`src/rtl/min_search_ctrl_if.sv`:
```
// Bundle between min_search_ctrl and its neighbours: job request, ED RAM read port,
// min-finder stream/results and the result handshake.
interface min_search_ctrl_if #(
  parameter int ADDR_W = 10,
  parameter int DATA_W = 32
);
  logic              start_valid;
  logic              start_ready;
  logic [ADDR_W-1:0] start_base;
  logic [ADDR_W:0]   start_count;

  logic              mem_rd_en;
  logic [ADDR_W-1:0] mem_rd_addr;
  logic [DATA_W-1:0] mem_rd_data;

  logic              mf_enable;
  logic [DATA_W-1:0] mf_ed_in;
  logic [DATA_W-1:0] mf_node_in;
  logic [DATA_W-1:0] mf_min1_ed;
  logic [DATA_W-1:0] mf_min2_ed;
  logic [DATA_W-1:0] mf_min1_node;
  logic [DATA_W-1:0] mf_min2_node;

  logic              res_valid;
  logic              res_ready;
  logic [DATA_W-1:0] res_min1_ed;
  logic [DATA_W-1:0] res_min2_ed;
  logic [DATA_W-1:0] res_min1_node;
  logic [DATA_W-1:0] res_min2_node;
  logic              res_err_empty;

  logic              busy;

  // Controller side
  modport slave (
    input  start_valid, start_base, start_count,
    input  mem_rd_data,
    input  mf_min1_ed, mf_min2_ed, mf_min1_node, mf_min2_node,
    input  res_ready,
    output start_ready,
    output mem_rd_en, mem_rd_addr,
    output mf_enable, mf_ed_in, mf_node_in,
    output res_valid, res_min1_ed, res_min2_ed, res_min1_node, res_min2_node, res_err_empty,
    output busy
  );

  // Scheduler / RAM / finder side
  modport master (
    output start_valid, start_base, start_count,
    output mem_rd_data,
    output mf_min1_ed, mf_min2_ed, mf_min1_node, mf_min2_node,
    output res_ready,
    input  start_ready,
    input  mem_rd_en, mem_rd_addr,
    input  mf_enable, mf_ed_in, mf_node_in,
    input  res_valid, res_min1_ed, res_min2_ed, res_min1_node, res_min2_node, res_err_empty,
    input  busy
  );
endinterface

```
`src/rtl/min_search_ctrl.sv`:
```
// Job sequencer for the two-minimum finder: streams ED words from RAM, frames the finder
// enable window and returns min1/min2 results. Define MIN_SEARCH_CTRL_PERF_EN for perf counters.
module min_search_ctrl #(
  parameter int ADDR_W = 10,
  parameter int DATA_W = 32
) (
  input logic              clk,
  input logic              rst,
  min_search_ctrl_if.slave bus
`ifdef MIN_SEARCH_CTRL_PERF_EN
  ,
  output logic [31:0]      perf_cycles,
  output logic [31:0]      perf_jobs
`endif
);

  typedef enum logic [2:0] {
    IDLE,
    STREAM,
    DRAIN,
    CAPTURE,
    RESULT
  } state_t;

  state_t state;
  state_t state_nxt;

  logic [ADDR_W-1:0] addr_q;
  logic [ADDR_W:0]   count_q;
  logic [ADDR_W:0]   issued_q;

  logic accept;
  logic rd_en;
  logic start_ready;
  logic res_valid;
  logic busy;

  logic              mf_enable_q;
  logic [DATA_W-1:0] node_q;
  logic [DATA_W-1:0] res_min1_ed_q;
  logic [DATA_W-1:0] res_min2_ed_q;
  logic [DATA_W-1:0] res_min1_node_q;
  logic [DATA_W-1:0] res_min2_node_q;
  logic              res_err_q;

  always_ff @(posedge clk) begin
    if (rst) begin
      state <= IDLE;
    end else begin
      state <= state_nxt;
    end
  end

  // start_ready is masked by rst so every handshake output reads 0 while reset is held
  always_comb begin
    state_nxt   = state;
    accept      = 1'b0;
    rd_en       = 1'b0;
    start_ready = 1'b0;
    res_valid   = 1'b0;
    busy        = 1'b1;
    case (state)
      IDLE: begin
        busy        = 1'b0;
        start_ready = ~rst;
        if (bus.start_valid) begin
          accept    = 1'b1;
          state_nxt = (bus.start_count == '0) ? RESULT : STREAM;
        end
      end
      STREAM: begin
        rd_en = 1'b1;
        if ((issued_q + 1'b1) == count_q) begin
          state_nxt = DRAIN;
        end
      end
      DRAIN: begin
        state_nxt = CAPTURE;
      end
      CAPTURE: begin
        state_nxt = RESULT;
      end
      RESULT: begin
        res_valid = 1'b1;
        if (bus.res_ready) begin
          state_nxt = IDLE;
        end
      end
      default: begin
        state_nxt = IDLE;
      end
    endcase
  end

  // Read-address generator, enable/node pipeline stage and result capture
  always_ff @(posedge clk) begin
    if (rst) begin
      addr_q          <= '0;
      count_q         <= '0;
      issued_q        <= '0;
      mf_enable_q     <= 1'b0;
      node_q          <= '0;
      res_min1_ed_q   <= '1;
      res_min2_ed_q   <= '1;
      res_min1_node_q <= '1;
      res_min2_node_q <= '1;
      res_err_q       <= 1'b0;
    end else begin
      mf_enable_q <= rd_en;
      node_q      <= {{(DATA_W-ADDR_W){1'b0}}, addr_q};
      if (accept) begin
        addr_q   <= bus.start_base;
        count_q  <= bus.start_count;
        issued_q <= '0;
        if (bus.start_count == '0) begin
          res_min1_ed_q   <= '1;
          res_min2_ed_q   <= '1;
          res_min1_node_q <= '1;
          res_min2_node_q <= '1;
          res_err_q       <= 1'b1;
        end
      end else if (rd_en) begin
        addr_q   <= addr_q + 1'b1;
        issued_q <= issued_q + 1'b1;
      end
      if (state == CAPTURE) begin
        res_min1_ed_q   <= bus.mf_min1_ed;
        res_min2_ed_q   <= bus.mf_min2_ed;
        res_min1_node_q <= bus.mf_min1_node;
        res_min2_node_q <= bus.mf_min2_node;
        res_err_q       <= 1'b0;
      end
    end
  end

  assign bus.start_ready   = start_ready;
  assign bus.busy          = busy;
  assign bus.mem_rd_en     = rd_en;
  assign bus.mem_rd_addr   = addr_q;
  assign bus.mf_enable     = mf_enable_q;
  assign bus.mf_ed_in      = bus.mem_rd_data;
  assign bus.mf_node_in    = node_q;
  assign bus.res_valid     = res_valid;
  assign bus.res_min1_ed   = res_min1_ed_q;
  assign bus.res_min2_ed   = res_min2_ed_q;
  assign bus.res_min1_node = res_min1_node_q;
  assign bus.res_min2_node = res_min2_node_q;
  assign bus.res_err_empty = res_err_q;

`ifdef MIN_SEARCH_CTRL_PERF_EN
  logic [31:0] run_q;

  // run_q equals the cycle index since the accept edge; res_valid rises one cycle after CAPTURE
  always_ff @(posedge clk) begin
    if (rst) begin
      run_q       <= '0;
      perf_cycles <= '0;
      perf_jobs   <= '0;
    end else begin
      if (accept) begin
        run_q <= 32'd1;
      end else if (run_q != '1) begin
        run_q <= run_q + 32'd1;
      end
      if (accept && (bus.start_count == '0)) begin
        perf_cycles <= 32'd1;
      end else if (state == CAPTURE) begin
        perf_cycles <= (run_q == '1) ? run_q : run_q + 32'd1;
      end
      if (res_valid && bus.res_ready && (perf_jobs != '1)) begin
        perf_jobs <= perf_jobs + 32'd1;
      end
    end
  end
`endif

endmodule

```
`src/flat_wrapper.sv`:
```
// flat-port wrapper written by rule: the top's interface ports become plain ports
module min_search_ctrl_flat 
#(
  parameter int ADDR_W = 10,
  parameter int DATA_W = 32
)
  (clk, rst, bus_start_valid, bus_start_base, bus_start_count, bus_mem_rd_data, bus_mf_min1_ed, bus_mf_min2_ed, bus_mf_min1_node, bus_mf_min2_node, bus_res_ready, bus_start_ready, bus_mem_rd_en, bus_mem_rd_addr, bus_mf_enable, bus_mf_ed_in, bus_mf_node_in, bus_res_valid, bus_res_min1_ed, bus_res_min2_ed, bus_res_min1_node, bus_res_min2_node, bus_res_err_empty, bus_busy);
  min_search_ctrl_if #(.ADDR_W(ADDR_W), .DATA_W(DATA_W)) bus_i ();
  input logic clk;
  input logic rst;
  input wire logic [$bits(bus_i.start_valid)-1:0] bus_start_valid;
  input wire logic [$bits(bus_i.start_base)-1:0] bus_start_base;
  input wire logic [$bits(bus_i.start_count)-1:0] bus_start_count;
  input wire logic [$bits(bus_i.mem_rd_data)-1:0] bus_mem_rd_data;
  input wire logic [$bits(bus_i.mf_min1_ed)-1:0] bus_mf_min1_ed;
  input wire logic [$bits(bus_i.mf_min2_ed)-1:0] bus_mf_min2_ed;
  input wire logic [$bits(bus_i.mf_min1_node)-1:0] bus_mf_min1_node;
  input wire logic [$bits(bus_i.mf_min2_node)-1:0] bus_mf_min2_node;
  input wire logic [$bits(bus_i.res_ready)-1:0] bus_res_ready;
  output wire logic [$bits(bus_i.start_ready)-1:0] bus_start_ready;
  output wire logic [$bits(bus_i.mem_rd_en)-1:0] bus_mem_rd_en;
  output wire logic [$bits(bus_i.mem_rd_addr)-1:0] bus_mem_rd_addr;
  output wire logic [$bits(bus_i.mf_enable)-1:0] bus_mf_enable;
  output wire logic [$bits(bus_i.mf_ed_in)-1:0] bus_mf_ed_in;
  output wire logic [$bits(bus_i.mf_node_in)-1:0] bus_mf_node_in;
  output wire logic [$bits(bus_i.res_valid)-1:0] bus_res_valid;
  output wire logic [$bits(bus_i.res_min1_ed)-1:0] bus_res_min1_ed;
  output wire logic [$bits(bus_i.res_min2_ed)-1:0] bus_res_min2_ed;
  output wire logic [$bits(bus_i.res_min1_node)-1:0] bus_res_min1_node;
  output wire logic [$bits(bus_i.res_min2_node)-1:0] bus_res_min2_node;
  output wire logic [$bits(bus_i.res_err_empty)-1:0] bus_res_err_empty;
  output wire logic [$bits(bus_i.busy)-1:0] bus_busy;
  assign bus_i.start_valid = bus_start_valid;
  assign bus_i.start_base = bus_start_base;
  assign bus_i.start_count = bus_start_count;
  assign bus_i.mem_rd_data = bus_mem_rd_data;
  assign bus_i.mf_min1_ed = bus_mf_min1_ed;
  assign bus_i.mf_min2_ed = bus_mf_min2_ed;
  assign bus_i.mf_min1_node = bus_mf_min1_node;
  assign bus_i.mf_min2_node = bus_mf_min2_node;
  assign bus_i.res_ready = bus_res_ready;
  assign bus_start_ready = bus_i.start_ready;
  assign bus_mem_rd_en = bus_i.mem_rd_en;
  assign bus_mem_rd_addr = bus_i.mem_rd_addr;
  assign bus_mf_enable = bus_i.mf_enable;
  assign bus_mf_ed_in = bus_i.mf_ed_in;
  assign bus_mf_node_in = bus_i.mf_node_in;
  assign bus_res_valid = bus_i.res_valid;
  assign bus_res_min1_ed = bus_i.res_min1_ed;
  assign bus_res_min2_ed = bus_i.res_min2_ed;
  assign bus_res_min1_node = bus_i.res_min1_node;
  assign bus_res_min2_node = bus_i.res_min2_node;
  assign bus_res_err_empty = bus_i.res_err_empty;
  assign bus_busy = bus_i.busy;
  min_search_ctrl #(.ADDR_W(ADDR_W), .DATA_W(DATA_W)) u_core (.clk(clk), .rst(rst), .bus(bus_i));
endmodule
```
`config.mk`:
```
export PLATFORM = sky130hd
export DESIGN_NAME = min_search_ctrl_flat
export DESIGN_NICKNAME = d
export VERILOG_FILES = /design/src/rtl/min_search_ctrl_if.sv /design/src/rtl/min_search_ctrl.sv /design/src/flat_wrapper.sv
export SDC_FILE = /design/constraint.sdc
export NUM_CORES = 1
export LEC_CHECK = 0
export CORE_MARGIN = 8
export CORE_UTILIZATION = 35
export DETAILED_ROUTE_END_ITERATION = 8
export GPL_TIMING_DRIVEN = 0
export PLACE_DENSITY = 0.86
export SYNTH_ARGS = -nofsm -noshare
export SYNTH_HDL_FRONTEND = slang
export SYNTH_SLANG_ARGS = --single-unit
```
`constraint.sdc`:
```
create_clock -name clk -period 1.8 [get_ports clk]
set_input_delay 0.27 -clock clk [delete_from_list [all_inputs] [get_ports clk]]
set_output_delay 0.27 -clock clk [all_outputs]
set_load 0.02 [all_outputs]
```
Word-level counts from Yosys, hierarchy flattened. Index checks and enable logic that the tools add are counted.

$add $sub $neg: 2. Eq/ne operators: 8. Mux-type cells: 19. Bitwise gates (word level): 1. Reductions and logical operators: 10.

Operators with widths (number): 32-bit 2-to-1 mux (6); 10-bit 2-to-1 mux (2); 3-bit one-hot mux with 5 select lines (1); 3-bit 2-to-1 mux (4); 11-bit by 1-bit adder with 11-bit output (second input constant) (1); 11-bit == test (1); 11-bit zero test (1); 10-bit by 1-bit adder with 10-bit output (second input constant) (1); 3-bit by 2-bit == test with 1-bit output (second input constant) (2); 1-bit 2-to-1 mux (6); 2-bit nonzero test (3); 2-bit != test (second input constant) (2); 2-bit AND reduction (2); 2-bit OR reduction (2); 3-bit by 1-bit == test with 1-bit output (second input constant) (1); 3-bit == test (second input constant) (1); 3-bit zero test (1); 3-bit AND reduction (1); 2-bit by 1-bit != test with 1-bit output (second input constant) (1); 1-bit inverter (1).

Flip-flop bits (word level): 197. Input bits: 185. Output and inout port bits: 208. Word-level logic and storage cells: 52.

Longest topological paths before layout. Gate-level depths: netlist of the first run.

Depth after elaboration: 4. Depth in mapped cells: 8.

Worst setup path after synthesis of the first run. No wires, ideal clock.

Kind: register to register. From: register u_core.issued_q[1]. To: register u_core.state[1]. Library setup time: 58 ps. Arrival: 1648 ps. Slack: 94 ps. Stages on the path, launching flop included: 7. Path buffers: 0. Period minus slack after synthesis: 1706 ps. Cells stage by stage: dfxtp_1 > ha_1 > nand3_4 > a211oi_1 > and3b_1 > nor4_2 > a31o_2.

Cells in the longest elaborated chain, start to end: 4.

RTL lines: from (decl) (line min_search_ctrl.sv:30) `logic [ADDR_W:0] issued_q;`; from (signal assigned) (line min_search_ctrl.sv:124) `issued_q <= issued_q + 1'b1;`; 11-bit by 1-bit adder with 11-bit output (line min_search_ctrl.sv:73) `if ((issued_q + 1'b1) == count_q) begin`; 11-bit == test (line min_search_ctrl.sv:73); 2-bit by 1-bit != test with 1-bit output (no line); 3-bit AND reduction (no line); to (signal assigned) (line min_search_ctrl.sv:50) `state <= state_nxt;`; to (decl) (line min_search_ctrl.sv:25) `state_t state;`.

No other way between the ends. A chain may end at the register's enable or synchronous reset.

Final worst setup path of the first run.
From: register u_core.state[0]. To: output port bus_start_ready.

Cells in the longest elaborated chain, start to end: 2.

RTL lines: 3-bit zero test (line min_search_ctrl.sv:62) `case (state)`; 1-bit 2-to-1 mux (line min_search_ctrl.sv:62); to (decl) (line flat_wrapper.sv:20) `output wire logic [$bits(bus_i.start_ready)-1:0] bus_start_ready;`.

No other way between the ends.

==> summary.txt, run 1 <==
CTS
  • Clock slew at reported path FFs: about 0.070 ns
  • H-Tree Level Count: 4
  • Clk Latency, worst-skew pair: roughly 0.43 ns
  • CTS tree: done
  • CTS Hold Bufs: 0
  • CTS sink cnt: roughly 180
  • Number of buffers created by CTS: 17
  • Clk root buf: clkbuf_16
  • Deepest clock path buffer count: 2

Layout
  • Post-layout util: 58.81%
  • Layout area overhead: 67.26%
  • Fin nets: about 1300
  • Layout cells sized above 1: between 10 and 15%

Routing
  • Top Metal Used: met4
  • Met1 WL: approximately 10000 um
  • Vias per cell: 4.903
  • # DRC: 0
  • DR WL/cell: between 15 and 20 um
  • Final ANT Viol Nets: 0
  • Total vias in the final route: about 7000
  • Initial DRC Count: 370
  • Drt first pass iters: 5
  • Final WL: approximately 27000 um
  • Met3 routed WL: about 2300 um
  • DR WL met2: around 13000 um

Setup path
  • Slowest cell on crit path: or3_4
  • Worst path required time: about 1.5 ns
  • CP Capture Type: output pin
  • Cells along the critical path: buf_6, or3_4, nor2_4, buf_6
  • WS Path Type: reg -> out
  • Worst EP arrival: 1.50 ns
  • CP Launch Type: flip-flop
  • Slowest stage delay, CP: approximately 0.42 ns
  • Cell repeated most along the worst path: buf_6
  • Worst Path Max Fanout: 10

Power
  • Final Power: between 0.009 and 0.01 W
  • Maximum vdd drop: roughly 0.00060 V
  • Pwr/cell area: ~800 nW/um^2
  • Leak pwr: 4.491 nW

Synthesis
  • Flops & latches, synth: ~180
  • Post-Synth Simple-Gate Area: 20.76%
  • Syn avg cell area: roughly 9.4 sq um
  • Yosys warnings: 0
  • Top_reg_cell synth: dfxtp_1
  • Cell count after synthesis: around 750
  • Main combinational cell family by area after synthesis: simple AND/OR/NAND/NOR gates
  • XOR/XNOR Fraction of Synth Area: 3.617%
  • Post-synthesis compound-gate area fraction: 15.39%
  • Post-synthesis mux area share: less than 1%
  • Number of synthesized flops with an enable pin: 0
  • Async SR Flop Fraction: 0%
  • Sequential share of the synthesized area: about 50%
  • Cell variety after synth: about 50
  • Post-Syn Area: roughly 7000 sq um
  • Synth Area in Adders: less than 1%

Placed design
  • Detail Placement HPWL: roughly 21000 um
  • GPL Wtd Cong: ~0.84
  • IO Port Bufs: approximately 340

Floorplan
  • Die area: roughly 25000 sq um
  • Initial Utilization: approximately a third
  • Row count: 52
  • Die Height: roughly 160 um
  • Placeable Area: 19970 sq um
  • Die X: 157.7 um
  • Top Ports: between 300 and 400

Worst hold path
  • HP Class: in -> reg

STA
  • Fmax: around 560 MHz
  • Worst Clk Skew: roughly 0.014 ns
  • Setup tns final: 0 ns
  • Minimum clock period: between 1.5 and 2 ns
  • Final period util: 98.60%
  • Setup-failing EPs final: 0
  • Max Transition Viols Final: 0
  • Worst Tran Pin Value: 0.5300 ns
  • Hold Vio Cnt, Final: 0
  • RSZ-0062 raised after global routing: true
  • Relative slew slack: ~65%

Global routing
  • First-pass GRT wire length: around 40000 um
  • Vias in the first global route: slightly above 7000
  • Largest net degree at the start of global routing: 18
  • GRT Total Usage: ~21%
  • Gr ovfl total: 0
  • Initial antenna violation count: 1

Job
  • Max Cap Viol: 0

Run status
  • Outcome: complete, no violations
## synthesized netlist by cell type, types with 2 or more instances
library cell / instances / share of area, %
dfxtp_1: 175 / 50
nand2b_1: 130 / 12
o22ai_1: 128 / 11
buf_4: 55 / 5.9
nand2_1: 34 / 1.8
nor2_1: 27 / 1.4
clkbuf_1: 25 / 1.3
buf_2: 23 / 1.6
a21oi_1: 18 / 1.3
xnor2_1: 16 / 2.0
xor2_1: 13 / 1.6
nor2b_1: 11 / 0.98
nand3_1: 9 / 0.64
buf_1: 8 / 0.43
a211oi_1: 7 / 0.75
nand4_1: 7 / 0.62
o21ai_0: 7 / 0.50
nor4_1: 5 / 0.45
or3_1: 5 / 0.45
and3_1: 4 / 0.36
inv_1: 3 / 0.16
nor3_1: 3 / 0.21
and3b_1: 2 / 0.25
and4_1: 2 / 0.25
ha_1: 2 / 0.36
mux2i_1: 2 / 0.29
nand3b_1: 2 / 0.21
nor3b_1: 2 / 0.21
o21bai_1: 2 / 0.21
## where the power goes
group	leakage [nW]	switching, W	internal [W]
clock	0.302	0.00173	0.00225
combinational	2.76	0.000661	0.000826
sequential	1.42	0.0000906	0.00396
## logic make-up (layout without fill, tap and decap cells)
family	after synthesis	after routing
multiplexers	3	3
flip-flops	175	175
AO/OA/AOI/OAI	172	172
adder cells (fa/ha/maj)	2	2
AND/OR/NAND/NOR	252	252
buffers and inverters	115	494
XOR/XNOR	29	29
other	1	23
## layer usage
| metal | vias up | GRT usage (%) |
|---|---|---|
| met5 | - | 0 |
| li1 | 3324 | - |
| met2 | 307 | 35.33 |
| met3 | 58 | 5.979 |
| met4 | 0 | 10.15 |
| met1 | 3273 | 23.34 |
## what timing repair did
action                                  4_1_cts  5_1_grt
endpoints found under the setup margin      132      135
resized for setup                            59       49
pin swaps                                     2        7
buffers inserted                              5        5
hold endpoints to repair                      0        0
## cell usage in the layout (no fill, tap or decap), types with 3 or more instances in the layout
master / netlist / final
conb_1: 1 / 22
nor2_1: 27 / 26
clkbuf_16: 0 / 17
nand4_1: 7 / 7
clkbuf_1: 25 / 18
xnor2_1: 16 / 16
and3_1: 4 / 4
buf_4: 55 / 74
buf_6: 0 / 9
clkdlybuf4s50_1: 0 / 327
a21oi_1: 18 / 18
o21ai_0: 7 / 6
inv_8: 0 / 3
nor4_4: 0 / 3
nand2_1: 34 / 33
buf_2: 23 / 14
inv_1: 3 / 3
or3_1: 5 / 4
clkbuf_2: 0 / 4
dfxtp_1: 175 / 169
nand2b_1: 130 / 130
bufinv_16: 0 / 3
a211oi_1: 7 / 7
nand3_1: 9 / 9
nor2b_1: 11 / 11
dfxtp_2: 0 / 4
dlygate4sd2_1: 0 / 4
dlymetal6s2s_1: 0 / 3
o22ai_1: 128 / 128
xor2_1: 13 / 13
## layout make-up
| type | instances | area [sq um] |
|---|---|---|
| Clock buffer | 18 | 429.2 |
| Clock inverter | 14 | 202.7 |
| Fill cell | 1645 | 8228 |
| Buffer | 110 | 757.0 |
| Tap cell | 270 | 337.8 |
| Antenna cell | 1 | 2.502 |
| Multi-Input combinational cell | 480 | 3028 |
| Timing Repair Buffer | 348 | 3458 |
| Sequential cell | 175 | 3516 |
| Inverter | 4 | 15.01 |
## registers in the layout (all words and copies together) (netlist names)
signal,flops
u_core.bus.res_min1_ed,32
u_core.bus.res_min1_node,32
u_core.bus.res_min2_ed,32
u_core.bus.res_min2_node,32
u_core.count_q,11
u_core.issued_q,11
u_core.bus.mem_rd_addr,10
u_core.bus.mf_node_in,10
u_core.state,3
u_core.bus.mf_enable,1
u_core.bus.res_err_empty,1
## metrics by stage
stage,setup WS (ns),cell area (sq um),instances,hold WS [ns]
after global placement,-0.7839,10820,1378,0.4351
final,0.02517,11750,1420,0.4356
after CTS,-0.01553,11580,1414,0.4085
after detailed placement,-0.7996,10820,1378,0.4415
after global routing,-0.04383,11750,1420,0.4104
after floorplan,0.09392,7102,770,0.4060
## critical path, delay by kind of cell (launching register included)
family | cells | cell delay, ns
buf+inv | 2 | 0.25
flops | 1 | 0.32
simple gates | 2 | 0.52
## worst paths after layout
check        slack (ns)  depth (start not counted)                                  start                                endpoint
max                0.03                          4           u_core.state[0]$_SDFFE_PP0P_                         bus_start_ready
min                0.44                          3                      bus_start_base[0]  u_core.bus.mem_rd_addr[0]$_SDFFE_PP0P_
max reg2reg        0.03                          6        u_core.issued_q[1]$_SDFFE_PP0P_            u_core.state[0]$_SDFFE_PP0P_
min reg2reg        0.44                          2  u_core.bus.res_err_empty$_SDFFE_PP0P_   u_core.bus.res_err_empty$_SDFFE_PP0P_
No activity file was read; power rests on OpenSTA's default activity.
==> run 2, diff against run 1 <==
--- a/config.mk
+++ b/config.mk
@@ -5,11 +5,13 @@
 export SDC_FILE = /design/constraint.sdc
 export NUM_CORES = 1
 export LEC_CHECK = 0
-export CORE_MARGIN = 8
-export CORE_UTILIZATION = 35
+export CORE_AREA = 2 2 154 156
 export DETAILED_ROUTE_END_ITERATION = 8
+export DIE_AREA = 0 0 156 158
 export GPL_TIMING_DRIVEN = 0
-export PLACE_DENSITY = 0.86
+export HOLD_SLACK_MARGIN = 0.02
+export PLACE_DENSITY = 0.78
+export RECOVER_POWER = 50
 export SYNTH_ARGS = -nofsm -noshare
 export SYNTH_HDL_FRONTEND = slang
 export SYNTH_SLANG_ARGS = --single-unit
==> summary.txt, run 2 (synthesis gave the netlist of run 1 again) <==
STA
  • Setup-failing EPs final: 1 (+1)
  • Fmax: 551.5 MHz (-2.1%)
  • Hold Vio Cnt, Final: 0 (unchanged)
  • Final period util: 100.7% (+2.1 points)
  • Setup slack after layout: -0.01340 ns (-0.03857 ns)
  • RSZ-0062 raised after global routing: true
  • Worst Tran Pin Value: 0.5705 ns (+0.04049 ns)
  • Max Transition Viols Final: 0 (unchanged)
  • Worst Clk Skew: 0.01247 ns (-0.002022 ns)
  • Relative slew slack: 61.97% (-2.7 points)
  • Hold WS: 0.4042 ns (-0.03137 ns)
  • Minimum clock period: 1.813 ns (+0.03857 ns)

Setup path
  • Slowest cell on crit path: clkdlybuf4s50_1
  • Worst path required time: 1.53 ns (about the same)
  • WS Path Type: in -> out
  • Crit path max-delay family: buffers and inverters
  • Slowest stage delay, CP: 0.53 ns (+0.11 ns)
  • Buf+Inv Stages, Crit Path: 4 (+2)
  • Cells along the critical path: clkdlybuf4s50_1, clkbuf_4, buf_2, nor2_4, buf_6
  • Cell depth of the worst setup path: 5 (+1)
  • CP Capture Type: output pin
  • Worst EP arrival: 1.54 ns (+0.04 ns)
  • CP Launch Type: primary input
  • Worst Reg-to-Reg Cells: 6 (unchanged)
  • Worst Path Max Fanout: 10 (unchanged)

Floorplan
  • Die Height: 158 um (+0.22%)
  • Die X: 156 um (-1.0%)
  • Placeable Area: 23050 sq um (+15%)
  • Die area: 24650 sq um (-0.83%)
  • Initial Utilization: 30.47% (-4.7 points)
  • Row count: 56 (+7.7%)
  • Top Ports: 393 (unchanged)

CTS
  • CTS tree: done
  • Clk root buf: clkbuf_16
  • Clock slew at reported path FFs: 0.07 ns (about the same)
  • Number of buffers created by CTS: 17 (unchanged)
  • Deepest clock path buffer count: 2 (unchanged)
  • CTS sink cnt: 175 (unchanged)
  • Clk Latency, worst-skew pair: 0.42 ns (about the same)
  • H-Tree Level Count: 4 (unchanged)
  • CTS Hold Bufs: 0 (unchanged)

Placed design
  • Detail Placement HPWL: 18270 um (-12%)
  • Post-DP Area: 10850 sq um (+0.23%)
  • GPL Wtd Cong: 0.8786 (+4.5%)
  • IO Port Bufs: 338 (unchanged)

Global routing
  • First-pass GRT wire length: 35010 um (-12%)
  • GRT Total Usage: 18.36% (-2.4 points)
  • Initial antenna violation count: 0 (-1)
  • Largest net degree at the start of global routing: 19 (+1)
  • Vias in the first global route: 6515 (-9.8%)
  • Gr ovfl total: 0 (unchanged)

Worst hold path
  • HP Class: in -> reg
  • Hold Path Depth: 3 (unchanged)

Routing
  • Drt first pass iters: 4 (-1)
  • Initial DRC Count: 423 (+14%)
  • Vias per cell: 4.798 (-2.1%)
  • Final WL: 24200 um (-10%)
  • DR WL/cell: 16.83 um (-12%)
  • Total vias in the final route: 6899 (-0.90%)
  • Final ANT Viol Nets: 0 (unchanged)
  • # DRC: 0 (unchanged)

Power
  • Leak pwr: 4.410 nW (-1.8%)
  • Maximum vdd drop: 0.0004955 V (-18%)
  • Pwr/cell area: 798.2 nW/um^2 (-1.5%)

Layout
  • Commonest non-fill, non-tap cell in the layout: clkdlybuf4s50_1
  • Layout area overhead: 66.29%
  • Most frequent cells in the layout: 294 x clkdlybuf4s50_1, 170 x dfxtp_1, 130 x nand2b_1
  • Fin nets: 1322 (-0.076%)
  • Post-layout util: 50.66% (-8.1 points)
  • Finished Cell Area: 11680 sq um (-0.58%)
  • Layout cells sized above 1: 14.29% (about the same)
  • Antenna cells: 0 (-1)

Job
  • Max Cap Viol: 0 (unchanged)

Run status
  • Outcome: complete, but fails checks
  • Violated checks: negative setup slack
[run 2: cell types whose count changed in the layout (fill, tap and decap cells not counted), moves of 3 or more]
cell             before  now
buf_4                74   69
dlymetal6s2s_1        3    0
dlygate4sd3_1         0   32
clkdlybuf4s50_1     327  294
clkbuf_1             18   22
[run 2: tightest hold or removal path, stage by stage]
cell,delay [ns]
clkdlybuf4s50_1,0.39
nand2_1,0.06
a21oi_1,0.06
[run 2: repair_timing]
action | in CTS | in global routing
gates resized for setup | 62 | 41
endpoints found under the setup margin | 131 | 145
buffers inserted | 6 | 3
pin swaps | 2 | 7
[run 2: worst paths after layout]
path | slack, ns | startpoint | endpoint
min reg2reg | 0.45 | u_core.bus.res_err_empty$_SDFFE_PP0P_ | u_core.bus.res_err_empty$_SDFFE_PP0P_
max reg2reg | 0.05 | u_core.issued_q[1]$_SDFFE_PP0P_ | u_core.state[1]$_SDFFE_PP0P_
max | -0.01 | rst | bus_start_ready
min | 0.40 | bus_start_base[0] | u_core.bus.mem_rd_addr[0]$_SDFFE_PP0P_
[run 2: final cells by class]
class	instances	area, sq um
fill	2108	11370
sequential	175	3515
timing repair buffer	347	3407
multi-input combinational	480	3002
buffer	110	767.0
clock buffer	18	439.2
tap	290	362.8
clock inverter	14	168.9
inverter	4	17.52
[run 2: through the flow]
| step | power, W | setup TNS [ns] | instances | setup slack (ns) |
|---|---|---|---|---|
| final | 0.009322 | -0.01340 | 1438 | -0.01340 |
| after global routing | 0.009679 | -4.574 | 1438 | -0.08157 |
| after CTS | 0.009397 | -0.02452 | 1435 | -0.02452 |
| after global placement | 0.005509 | -79.83 | 1398 | -0.9060 |
| after floorplan | 0.004808 | 0 | 770 | 0.09392 |
| after detailed placement | 0.005527 | -88.08 | 1398 | -0.8817 |
[run 2: report_power, final]
part           switching, W  internal, W  leakage, nW  total (W)
clock network       0.00178      0.00203        0.292    0.00381
registers         0.0000883      0.00396         1.42    0.00405
logic              0.000661     0.000797         2.69    0.00146
[run 2: metal layers]
layer | routed length (um) | vias up | part of all wire (%) | track usage (%)
li1 | - | 3330 | - | -
met1 | 9952 | 3257 | 41 | 21.56
met2 | 11880 | 285 | 49 | 31.75
met3 | 1844 | 27 | 7.6 | 5.092
met4 | 526 | 0 | 2.2 | 7.339
met5 | 0 | - | 0 | 0
==> run 3, diff against run 2 <==
--- a/config.mk
+++ b/config.mk
@@ -10,7 +10,7 @@
 export DIE_AREA = 0 0 156 158
 export GPL_TIMING_DRIVEN = 0
 export HOLD_SLACK_MARGIN = 0.02
-export PLACE_DENSITY = 0.78
+export PLACE_DENSITY = 0.74
 export RECOVER_POWER = 50
 export SYNTH_ARGS = -nofsm -noshare
 export SYNTH_HDL_FRONTEND = slang
==> summary.txt, run 3 (synthesis gave the netlist of run 1 again) <==
Job
  • Max Cap Viol: 0 (unchanged)

Power
  • Pwr/cell area: 780.7 nW/um^2 (-2.2%)
  • Final Power: 0.009190 W (-1.4%)
  • Maximum vdd drop: 0.0005339 V (+7.7%)
  • Leak pwr: 4.509 nW (+2.2%)

Layout
  • Layout cells sized above 1: 15.12% (+0.83 points)
  • Antenna cells: 0 (unchanged)
  • Fin nets: 1326 (+0.30%)
  • Fin cells: 1441 (+0.21%)
  • Finished Cell Area: 11770 sq um (+0.80%)
  • Area used by multi-input combinational logic: 3033 sq um (+1.0%)
  • Post-layout util: 51.07% (+0.41 points)
  • Fill cells: 2162 (+2.6%)
  • Most frequent cells in the layout: 296 x clkdlybuf4s50_1, 169 x dfxtp_1, 130 x nand2b_1
  • Layout area overhead: 67.63%
  • FF/Latch Area: 3516 sq um (about the same)
  • Commonest non-fill, non-tap cell in the layout: clkdlybuf4s50_1

Setup path
  • Worst Reg-to-Reg Cells: 6 (unchanged)
  • R2r startpoint: u_core.state[1]$_SDFFE_PP0P_
  • Crit path max-delay family: simple AND/OR/NAND/NOR gates
  • Worst path required time: 1.53 ns (about the same)
  • CP Capture Type: output pin
  • RR Endpoint: u_core.issued_q[9]$_SDFFE_PP0P_
  • Worst EP arrival: 1.52 ns (-0.02 ns)
  • WS Path Type: reg -> out
  • CP Launch Type: flip-flop
  • Slowest stage delay, CP: 0.41 ns (-0.12 ns)
  • Reg2reg setup slack: 0.06 ns (about the same)
  • Buf+Inv Stages, Crit Path: 3 (-1)
  • Cells along the critical path: or3b_4, inv_4, buf_8, buf_6
  • Slowest cell on crit path: or3b_4
  • Worst Path Max Fanout: 6 (-4)

Placed design
  • Pre-CTS setup slack: -0.9815 ns (-0.09971 ns)
  • Detail Placement HPWL: 18290 um (+0.16%)
  • Post-Place Cells: 1398 (unchanged)
  • IO Port Bufs: 338 (unchanged)
  • GPL Wtd Cong: 0.8525 (-3.0%)
  • Post-DP Area: 10850 sq um (unchanged)

CTS
  • CTS Hold Bufs: 0 (unchanged)
  • Deepest clock path buffer count: 2 (unchanged)
  • Number of buffers created by CTS: 17 (unchanged)
  • CTS sink cnt: 175 (unchanged)
  • H-Tree Level Count: 4 (unchanged)
  • Clk root buf: clkbuf_16
  • Clk Latency, worst-skew pair: 0.44 ns (+0.02 ns)
  • CTS tree: done
  • Clock slew at reported path FFs: 0.07 ns (about the same)

STA
  • Worst Tran Pin Value: 0.6360 ns (+0.06554 ns)
  • Setup slack after layout: 0.009100 ns (+0.02250 ns)
  • Minimum clock period: 1.791 ns (-0.02250 ns)
  • Setup-failing EPs final: 0 (-1)
  • Worst Clk Skew: 0.01522 ns (+0.002749 ns)
  • RSZ-0062 raised after global routing: true
  • Hold Vio Cnt, Final: 0 (unchanged)
  • Relative slew slack: 57.60% (-4.4 points)
  • Fmax: 558.4 MHz (+1.3%)
  • Final period util: 99.49% (-1.3 points)
  • Max Transition Viols Final: 0 (unchanged)

Floorplan
  • Die X: 156 um (unchanged)
  • Die area: 24650 sq um (unchanged)
  • Top Ports: 393 (unchanged)
  • Placeable Area: 23050 sq um (unchanged)
  • Die Height: 158 um (unchanged)
  • Row count: 56 (unchanged)
  • Initial Utilization: 30.47% (unchanged)

Global routing
  • Gr ovfl total: 0 (unchanged)
  • Initial antenna violation count: 1 (+1)
  • First-pass GRT wire length: 36040 um (+2.9%)
  • Largest net degree at the start of global routing: 19 (unchanged)
  • Vias in the first global route: 6500 (-0.23%)
  • GRT Total Usage: 18.91% (+0.56 points)

Routing
  • Final ANT Viol Nets: 0 (unchanged)
  • Vias per cell: 4.767 (-0.64%)
  • Initial DRC Count: 361 (-15%)
  • Final WL: 24910 um (+2.9%)
  • # DRC: 0 (unchanged)
  • Drt first pass iters: 4 (unchanged)
  • Total vias in the final route: 6869 (-0.43%)
  • DR WL/cell: 17.29 um (+2.7%)

Worst hold path
  • Hold Path Depth: 3 (unchanged)
  • Worst Hold Path EP: u_core.bus.mem_rd_addr[0]$_SDFFE_PP0P_
  • HP Class: in -> reg
  • Worst hold start: bus_start_base[0]

Run status
  • Outcome: complete, no violations
-- run 3: worst reg2reg max path, delay by kind of cell, from the launching register on --
family / cells / cell delay, ns
AND/OR/NAND/NOR: 3 / 0.79
flip-flops: 1 / 0.37
buffers and inverters: 2 / 0.30
XOR/XNOR: 1 / 0.16
-- run 3: worst max path at each step --
stage | start | to | depth (start not counted)
6_report | u_core.state[1]$_SDFFE_PP0P_ | bus_mem_rd_en | 4
3_5_place_dp | rst | bus_start_ready | 5
3_3_place_gp | rst | bus_start_ready | 5
4_1_cts | rst | bus_start_ready | 5
5_1_grt | u_core.state[2]$_SDFFE_PP0P_ | bus_start_ready | 4
2_1_floorplan | u_core.issued_q[1]$_SDFFE_PP0P_ | u_core.state[1]$_SDFFE_PP0P_ | 6
-- run 3: cell type report --
class,count,share of cell area [%]
clock inverters,14,1.254
multi-input cells,480,25.76
clock buffers,17,3.614
inverters,4,0.1488
flip-flops and latches,175,29.87
repair buffers,351,29.68
well taps,290,3.082
plain buffers,110,6.589
-- run 3: metal layers --
metal | GRT usage, % | vias up | wire length (um)
met3 | 4.873 | 28 | 1753
li1 | - | 3325 | -
met4 | 6.422 | 2 | 429
met2 | 31.75 | 269 | 12140
met5 | 0 | - | 13
met1 | 23.66 | 3245 | 10570
-- run 3: metrics by stage --
step,hold WS [ns],TNS [ns]
2_1_floorplan,0.4060,0
3_3_place_gp,0.4319,-83.90
3_5_place_dp,0.4347,-92.44
4_1_cts,0.3687,-0.3125
5_1_grt,0.3951,-0.1920
6_report,0.3932,0
-- run 3: where the power goes --
group          switching (W)  internal, W  leakage (nW)  total (W)
logic               0.000653     0.000833          2.81    0.00149
registers          0.0000862      0.00396          1.42    0.00405
clock network        0.00181      0.00185         0.276    0.00366
-- run 3: repair_timing --
item | 4_1_cts | 5_1_grt
pin swaps | 2 | 9
cloned | 0 | 1
resized for setup | 61 | 58
buffers inserted | 4 | 8
endpoints found under the setup margin | 138 | 158
